### config.mk
export PLATFORM = sky130hd
export DESIGN_NAME = matrix_window_ctrl_flat
export DESIGN_NICKNAME = d
export VERILOG_FILES = /design/src/rtl/matrix_ctrl_pkg.sv /design/src/rtl/matrix_window_ctrl_if.sv /design/src/rtl/win_tag_delay.sv /design/src/rtl/matrix_window_ctrl.sv /design/src/flat_wrapper.sv
export SDC_FILE = /design/constraint.sdc
export NUM_CORES = 1
export LEC_CHECK = 0
export CORE_ASPECT_RATIO = 0.8
export CORE_UTILIZATION = 50
export CTS_CLUSTER_DIAMETER = 120
export DETAILED_ROUTE_END_ITERATION = 16
export DONT_BUFFER_PORTS = 1
export PLACE_DENSITY = 0.75
export SYNTH_ARGS = -nofsm -noshare
export SYNTH_HDL_FRONTEND = slang
export SYNTH_SLANG_ARGS = --single-unit
### constraint.sdc
create_clock -name sys_clk -period 2.6 [get_ports sys_clk]
set_input_delay 0.26 -clock sys_clk [delete_from_list [all_inputs] [get_ports sys_clk]]
set_output_delay 0.26 -clock sys_clk [all_outputs]
set_load 0.02 [all_outputs]
### src/rtl/matrix_ctrl_pkg.sv
// Shared definitions for the binary-image 3x3 window flow controller:
// FSM encoding, coordinate width and parameter defaults.
package matrix_ctrl_pkg;

  localparam int unsigned COORD_W      = 12;
  localparam int unsigned DEF_IMG_W    = 1600;
  localparam int unsigned DEF_IMG_H    = 1200;
  localparam int unsigned DEF_PIPE_LAT = 4;

  typedef logic [COORD_W-1:0] coord_t;

  typedef enum logic [1:0] {
    ST_IDLE  = 2'd0,
    ST_PRIME = 2'd1,
    ST_RUN   = 2'd2,
    ST_DRAIN = 2'd3
  } state_t;

endpackage

### src/rtl/matrix_window_ctrl_if.sv
// Pixel-in / window-tag-out bundle of matrix_window_ctrl.
// The master side is the pixel source; the slave side is the controller.
interface matrix_window_ctrl_if;
  import matrix_ctrl_pkg::*;

  logic   frame_start;
  logic   pix_valid;
  logic   pix_bit;
  logic   wr_en;
  logic   img_1bit;
  logic   win_valid;
  coord_t win_col;
  coord_t win_row;
  logic   frame_done;
  logic   busy;
  logic   err_overrun;

  modport master (
    output frame_start, pix_valid, pix_bit,
    input  wr_en, img_1bit, win_valid, win_col, win_row,
    input  frame_done, busy, err_overrun
  );

  modport slave (
    input  frame_start, pix_valid, pix_bit,
    output wr_en, img_1bit, win_valid, win_col, win_row,
    output frame_done, busy, err_overrun
  );

endinterface

### src/rtl/win_tag_delay.sv
// Flushable shift-register delay for window tags {valid, col, row}.
// The last stage is the registered output; o_pending flags tags still in flight behind it.
module win_tag_delay
  import matrix_ctrl_pkg::*;
#(
  parameter int unsigned DEPTH = DEF_PIPE_LAT + 1
) (
  input  logic   i_clk,
  input  logic   i_rst_n,
  input  logic   i_flush,
  input  logic   i_vld,
  input  coord_t i_col,
  input  coord_t i_row,
  output logic   o_vld,
  output coord_t o_col,
  output coord_t o_row,
  output logic   o_pending
);

  logic   r_vld [DEPTH];
  coord_t r_col [DEPTH];
  coord_t r_row [DEPTH];

  always_ff @(posedge i_clk) begin
    if (!i_rst_n || i_flush) begin
      for (int unsigned k = 0; k < DEPTH; k++) begin
        r_vld[k] <= 1'b0;
        r_col[k] <= '0;
        r_row[k] <= '0;
      end
    end else begin
      r_vld[0] <= i_vld;
      r_col[0] <= i_col;
      r_row[0] <= i_row;
      for (int unsigned k = 1; k < DEPTH; k++) begin
        r_vld[k] <= r_vld[k-1];
        r_col[k] <= r_col[k-1];
        r_row[k] <= r_row[k-1];
      end
    end
  end

  always_comb begin
    o_pending = 1'b0;
    for (int unsigned k = 0; k + 1 < DEPTH; k++) begin
      o_pending = o_pending | r_vld[k];
    end
  end

  assign o_vld = r_vld[DEPTH-1];
  assign o_col = r_col[DEPTH-1];
  assign o_row = r_row[DEPTH-1];

endmodule

### src/rtl/matrix_window_ctrl.sv
// Frame sequencing and flow control in front of a 3x3 binary matrix generator:
// forwards accepted pixels, tags complete windows and aligns the tags with the generator latency.
module matrix_window_ctrl
  import matrix_ctrl_pkg::*;
#(
  parameter int unsigned IMG_W    = DEF_IMG_W,
  parameter int unsigned IMG_H    = DEF_IMG_H,
  parameter int unsigned PIPE_LAT = DEF_PIPE_LAT
) (
  input  logic                sys_clk,
  input  logic                sys_rst_n,
  matrix_window_ctrl_if.slave bus
);

  localparam coord_t LP_COL_MAX = coord_t'(IMG_W - 1);
  localparam coord_t LP_ROW_MAX = coord_t'(IMG_H - 1);
  localparam coord_t LP_ONE     = coord_t'(1);
  localparam coord_t LP_TWO     = coord_t'(2);

  state_t r_state;
  coord_t r_col;
  coord_t r_row;
  logic   r_wr_en;
  logic   r_img;
  logic   r_done;
  logic   r_busy;
  logic   r_err;

  logic   w_active;
  logic   w_accept;
  logic   w_err_new;
  coord_t w_col;
  coord_t w_row;
  logic   w_last_col;
  logic   w_last_pix;
  logic   w_tag_vld;
  coord_t w_tag_col;
  coord_t w_tag_row;
  logic   w_dly_vld;
  coord_t w_dly_col;
  coord_t w_dly_row;
  logic   w_dly_pending;
  logic   w_drain_done;

  assign w_active  = (r_state == ST_PRIME) || (r_state == ST_RUN);
  // A restart accepts its own pixel as (0,0), so coordinates come from a zeroed counter.
  assign w_accept  = bus.pix_valid && (bus.frame_start || w_active);
  assign w_err_new = bus.pix_valid && !bus.frame_start && !w_active;
  assign w_col     = bus.frame_start ? '0 : r_col;
  assign w_row     = bus.frame_start ? '0 : r_row;

  assign w_last_col = (w_col == LP_COL_MAX);
  assign w_last_pix = w_last_col && (w_row == LP_ROW_MAX);
  assign w_tag_vld  = w_accept && (w_col >= LP_TWO) && (w_row >= LP_TWO);
  assign w_tag_col  = w_tag_vld ? (w_col - LP_ONE) : '0;
  assign w_tag_row  = w_tag_vld ? (w_row - LP_ONE) : '0;

  // The frame's final pixel always completes a window, so DRAIN ends when that tag is at the output.
  assign w_drain_done = (r_state == ST_DRAIN) && !bus.frame_start && w_dly_vld && !w_dly_pending;

  win_tag_delay #(
    .DEPTH(PIPE_LAT + 1)
  ) u_win_tag_delay (
    .i_clk     (sys_clk),
    .i_rst_n   (sys_rst_n),
    .i_flush   (bus.frame_start),
    .i_vld     (w_tag_vld),
    .i_col     (w_tag_col),
    .i_row     (w_tag_row),
    .o_vld     (w_dly_vld),
    .o_col     (w_dly_col),
    .o_row     (w_dly_row),
    .o_pending (w_dly_pending)
  );

  always_ff @(posedge sys_clk) begin
    if (!sys_rst_n) begin
      r_state <= ST_IDLE;
      r_col   <= '0;
      r_row   <= '0;
      r_wr_en <= 1'b0;
      r_img   <= 1'b0;
      r_done  <= 1'b0;
      r_busy  <= 1'b0;
      r_err   <= 1'b0;
    end else begin
      r_wr_en <= w_accept;
      if (w_accept) r_img <= bus.pix_bit;
      r_done <= w_drain_done;
      r_err  <= bus.frame_start ? w_err_new : (r_err | w_err_new);

      if (w_accept) begin
        r_col <= w_last_col ? '0 : (w_col + LP_ONE);
        r_row <= w_last_col ? (w_row + LP_ONE) : w_row;
      end else if (bus.frame_start) begin
        r_col <= '0;
        r_row <= '0;
      end

      if (bus.frame_start) begin
        r_state <= ST_PRIME;
        r_busy  <= 1'b1;
      end else begin
        case (r_state)
          ST_PRIME: begin
            if (w_accept) begin
              if (w_last_pix) r_state <= ST_DRAIN;
              else if ((w_col == LP_TWO) && (w_row == LP_TWO)) r_state <= ST_RUN;
            end
          end
          ST_RUN: begin
            if (w_accept && w_last_pix) r_state <= ST_DRAIN;
          end
          ST_DRAIN: begin
            if (w_drain_done) begin
              r_state <= ST_IDLE;
              r_busy  <= 1'b0;
            end
          end
          default: ;
        endcase
      end
    end
  end

  assign bus.wr_en       = r_wr_en;
  assign bus.img_1bit    = r_img;
  assign bus.win_valid   = w_dly_vld;
  assign bus.win_col     = w_dly_col;
  assign bus.win_row     = w_dly_row;
  assign bus.frame_done  = r_done;
  assign bus.busy        = r_busy;
  assign bus.err_overrun = r_err;

endmodule

### src/flat_wrapper.sv
// flat-port wrapper written by rule: the top's interface ports become plain ports
module matrix_window_ctrl_flat import matrix_ctrl_pkg::*;
#(
  parameter int unsigned IMG_W    = DEF_IMG_W,
  parameter int unsigned IMG_H    = DEF_IMG_H,
  parameter int unsigned PIPE_LAT = DEF_PIPE_LAT
)
  (sys_clk, sys_rst_n, bus_frame_start, bus_pix_valid, bus_pix_bit, bus_wr_en, bus_img_1bit, bus_win_valid, bus_win_col, bus_win_row, bus_frame_done, bus_busy, bus_err_overrun);
  matrix_window_ctrl_if bus_i ();
  input  logic sys_clk;
  input  logic sys_rst_n;
  input wire logic [$bits(bus_i.frame_start)-1:0] bus_frame_start;
  input wire logic [$bits(bus_i.pix_valid)-1:0] bus_pix_valid;
  input wire logic [$bits(bus_i.pix_bit)-1:0] bus_pix_bit;
  output wire logic [$bits(bus_i.wr_en)-1:0] bus_wr_en;
  output wire logic [$bits(bus_i.img_1bit)-1:0] bus_img_1bit;
  output wire logic [$bits(bus_i.win_valid)-1:0] bus_win_valid;
  output wire logic [$bits(bus_i.win_col)-1:0] bus_win_col;
  output wire logic [$bits(bus_i.win_row)-1:0] bus_win_row;
  output wire logic [$bits(bus_i.frame_done)-1:0] bus_frame_done;
  output wire logic [$bits(bus_i.busy)-1:0] bus_busy;
  output wire logic [$bits(bus_i.err_overrun)-1:0] bus_err_overrun;
  assign bus_i.frame_start = bus_frame_start;
  assign bus_i.pix_valid = bus_pix_valid;
  assign bus_i.pix_bit = bus_pix_bit;
  assign bus_wr_en = bus_i.wr_en;
  assign bus_img_1bit = bus_i.img_1bit;
  assign bus_win_valid = bus_i.win_valid;
  assign bus_win_col = bus_i.win_col;
  assign bus_win_row = bus_i.win_row;
  assign bus_frame_done = bus_i.frame_done;
  assign bus_busy = bus_i.busy;
  assign bus_err_overrun = bus_i.err_overrun;
  matrix_window_ctrl #(.IMG_W(IMG_W), .IMG_H(IMG_H), .PIPE_LAT(PIPE_LAT)) u_core (.sys_clk(sys_clk), .sys_rst_n(sys_rst_n), .bus(bus_i));
endmodule
==> impl_results.md <==
- Status: completed
- Most frequent cell after synthesis: dfxtp_1
- Post-CTS Setup Bufs: 0
- Worst reg-to-reg setup slack: 0.39 ns
- Skew final: 0.00953 ns
- Synth top area share: 55.6%
- YS warnings: 0
- Highest Clock Rate: 453 MHz
- CTS tree: yes
- Critical Path Start Type: register
- Clk pin slew, worst setup/hold paths: 0.06 ns
- H-Tree Depth: 4
- Worst Reg-to-Reg Cells: 7
- Vias in the first global route: 3602
- Compound-Gate Fraction of Synth Area: 6.81%
- Overall power: 4.95 mW
- Fillers: 959
- Clock Path Buffers: 2
- Tcrit/Tclk final: 85.0%
- Relative slew slack: 37.9%
- Die Width: 121 µm
- Number of cell rows: 34
- Mapped Area: 0.00562 mm²
- CP Launch Point: u_core.r_state[0]
- Antenna viol nets, final: 0
- Hpwl dp: 6360 µm
- EDFF count, synth: 0
- Hold crit path type: input pin to register
- Initial Utilization: 51.6%
- LEAKAGE: 2.79 nW
- Setup violators final: 0
- CTS buffer count: 17
- First drt pass iteration count: 5
- Syn-to-layout area delta: 10.2%
- Layout cells sized above 1: 8.88%
- Root Buffer: clkbuf_16
- Initial detailed-routing violation count: 341
- Die area: 0.0117 mm²
- Port Buffers: 0
- Peak fanout along the critical path: 5
- RSZ-0062 raised after global routing: no
- Cell taking the most area after synthesis: dfxtp_1
- Post-Synth XOR/XNOR Area: 4.83%
- Avg Vias per Cell: 5.38
- Seq cells post-synth: 156
- Ys async rst share: 0%
- Diode count: 0
- Worst r2r dst: u_core.r_row[11]
- All-Layer GR Usage: 20.5%
- Synth cell types: 50
- RePlAce Congestion: 0.910
- First-pass GRT wire length: 18400 µm
- Via count: 3746
- CP Data Arrival Time: 2.56 ns
- Largest family of logic cells by synthesized area: simple AND/OR/NAND/NOR gates
- Core footprint: 0.0109 mm²
- Area contributors post-synth: dfxtp_1 (56%), and3_1 (11%), buf_4 (3.2%)
- Drt wl/cell: 15.8 µm
- Simple-gate area share of the yosys netlist: 24.2%
- R2r startpoint: u_core.r_state[0]
- Initial antenna violation count: 0
- Total congestion overflow: 0
- CP Capture Point: u_core.r_row[11]
- Final #Nets: 553
- Ys flop type: dfxtp_1
- Max rail drop VDD: 0.463 mV
- WL final: 11000 µm
- Hold_buf cts: 8
- Crit path kind: register to register
- Die H: 96.8 µm
- Syn Area/Cell: 9.90 µm²
- Synth cell count leaders: dfxtp_1 (156), and3_1 (103), nor2_1 (43)
- Register area share after synthesis: 55.6%
- CP Capture Type: register
- Multiplexer share of the synthesized area: 0%
- PwrDens: 798 mW/mm²
- CP required: 2.95 ns
- CTS resizes: 0
- Hold Slack: 0.0113 ns
- Sink Count: 156
- Worst-Margin Slew: 0.928 ns
- Finished Layout Cells: 696
- Worst-skew pair later-pin latency: 0.42 ns
- Final slew viol count: 0
- I/O pins: 35
- Final worst path period need: 2.21 ns
- Largest net degree at the start of global routing: 91
- Max cap viols: 0
- Setup total negative slack: 0 ns
- Adder-Cell Fraction of Synth Area: 2.00%
- Post-synthesis cell count: 568
- Count of final hold-check violations: 0
- Inst Count DP: 656
- Syn Nets: 582
- DRC viols: 0
cell usage in the layout, fill, tap and decap left out, drive strengths merged, types with 10 or more instances in the layout:
cell type	synthesis	final
nand3	10	10
nand2	21	21
nor3	14	14
xnor2	14	14
a21oi	23	23
inv	9	16
xor2	17	17
and3	103	103
nor4	11	11
clkbuf	36	17
nor2	44	44
dfxtp	156	156
worst min path at each step:
| stage | from | end | slack (ns) | cells after the start |
|---|---|---|---|---|
| 2_1_floorplan | bus_pix_bit | u_core.bus.img_1bit | 0.40 | 2 |
| 3_3_place_gp | sys_rst_n | u_core.r_row[4] | 0.40 | 1 |
| 3_5_place_dp | sys_rst_n | u_core.r_row[4] | 0.40 | 1 |
| 4_1_cts | sys_rst_n | u_core.u_win_tag_delay.r_row[0][49] | 0.000007 | 1 |
| 5_1_grt | sys_rst_n | u_core.u_win_tag_delay.r_vld[0][3] | 0.004 | 1 |
| 6_report | sys_rst_n | u_core.u_win_tag_delay.r_row[0][32] | 0.01 | 1 |
critical path: stages (launching register included):
cell and delay [ns]:
dfxtp_1 0.39, inv_1 0.10, ha_1 0.31, o21ai_0 0.12
nor3_2 0.39, nand4_4 0.17, or4_1 0.51, a21oi_1 0.15
layout make-up:
| class | count | area (µm²) | area share (%) |
|---|---|---|---|
| timing repair buffer | 16 | 150 | 2.42 |
| inverter | 10 | 37.5 | 0.606 |
| clock buffer | 17 | 425 | 6.86 |
| clock inverter | 15 | 155 | 2.50 |
| multi-input combinational | 338 | 2130 | 34.3 |
| sequential | 156 | 3120 | 50.4 |
| tap | 144 | 180 | 2.91 |
logic make-up after synthesis:
group                    Yosys count
AO/OA/AOI/OAI                     60
flip-flops                       156
adder cells (fa/ha/maj)            9
XOR/XNOR                          31
buffers and inverters             74
AND/OR/NAND/NOR                  238
stage by stage:
step                worst slack, ns  area, µm²  utilization [%]
CTS                           0.410       6200             56.9
finish                        0.390       6200             56.9
global placement              0.522       5530             50.7
floorplan                     0.255       5620                -
global route                  0.210       6200             56.9
detailed placement            0.428       5530             50.7
per-layer routing:
layer	share of wire (%)	track usage [%]	wire length, µm	vias to the layer above
met5	0	0	0	-
met4	2.1	9.21	236	0
met3	5.7	5.42	624	21
met2	42	29.3	4670	130
met1	50	28.7	5470	1709
li1	-	-	-	1886
power breakdown:
group / total (mW) / leakage [nW] / switching [mW] / internal, mW
sequential: 2.42 / 1.26 / 0.0169 / 2.40
clock: 2.36 / 0.272 / 1.08 / 1.27
combinational: 0.176 / 1.26 / 0.116 / 0.0606
total: 4.95 / 2.79 / 1.21 / 3.73
state kept, by name (all words and copies together), names as in the netlist:
signal,flops
u_core.bus.frame_done,1
u_core.bus.busy,1
u_core.bus.wr_en,1
u_core.r_col,12
u_core.r_row,12
u_core.u_win_tag_delay.r_vld,5
u_core.u_win_tag_delay.r_row,60
u_core.bus.img_1bit,1
u_core.r_state,2
u_core.u_win_tag_delay.r_col,60
u_core.bus.err_overrun,1
No activity file was read; power rests on OpenSTA's default activity.
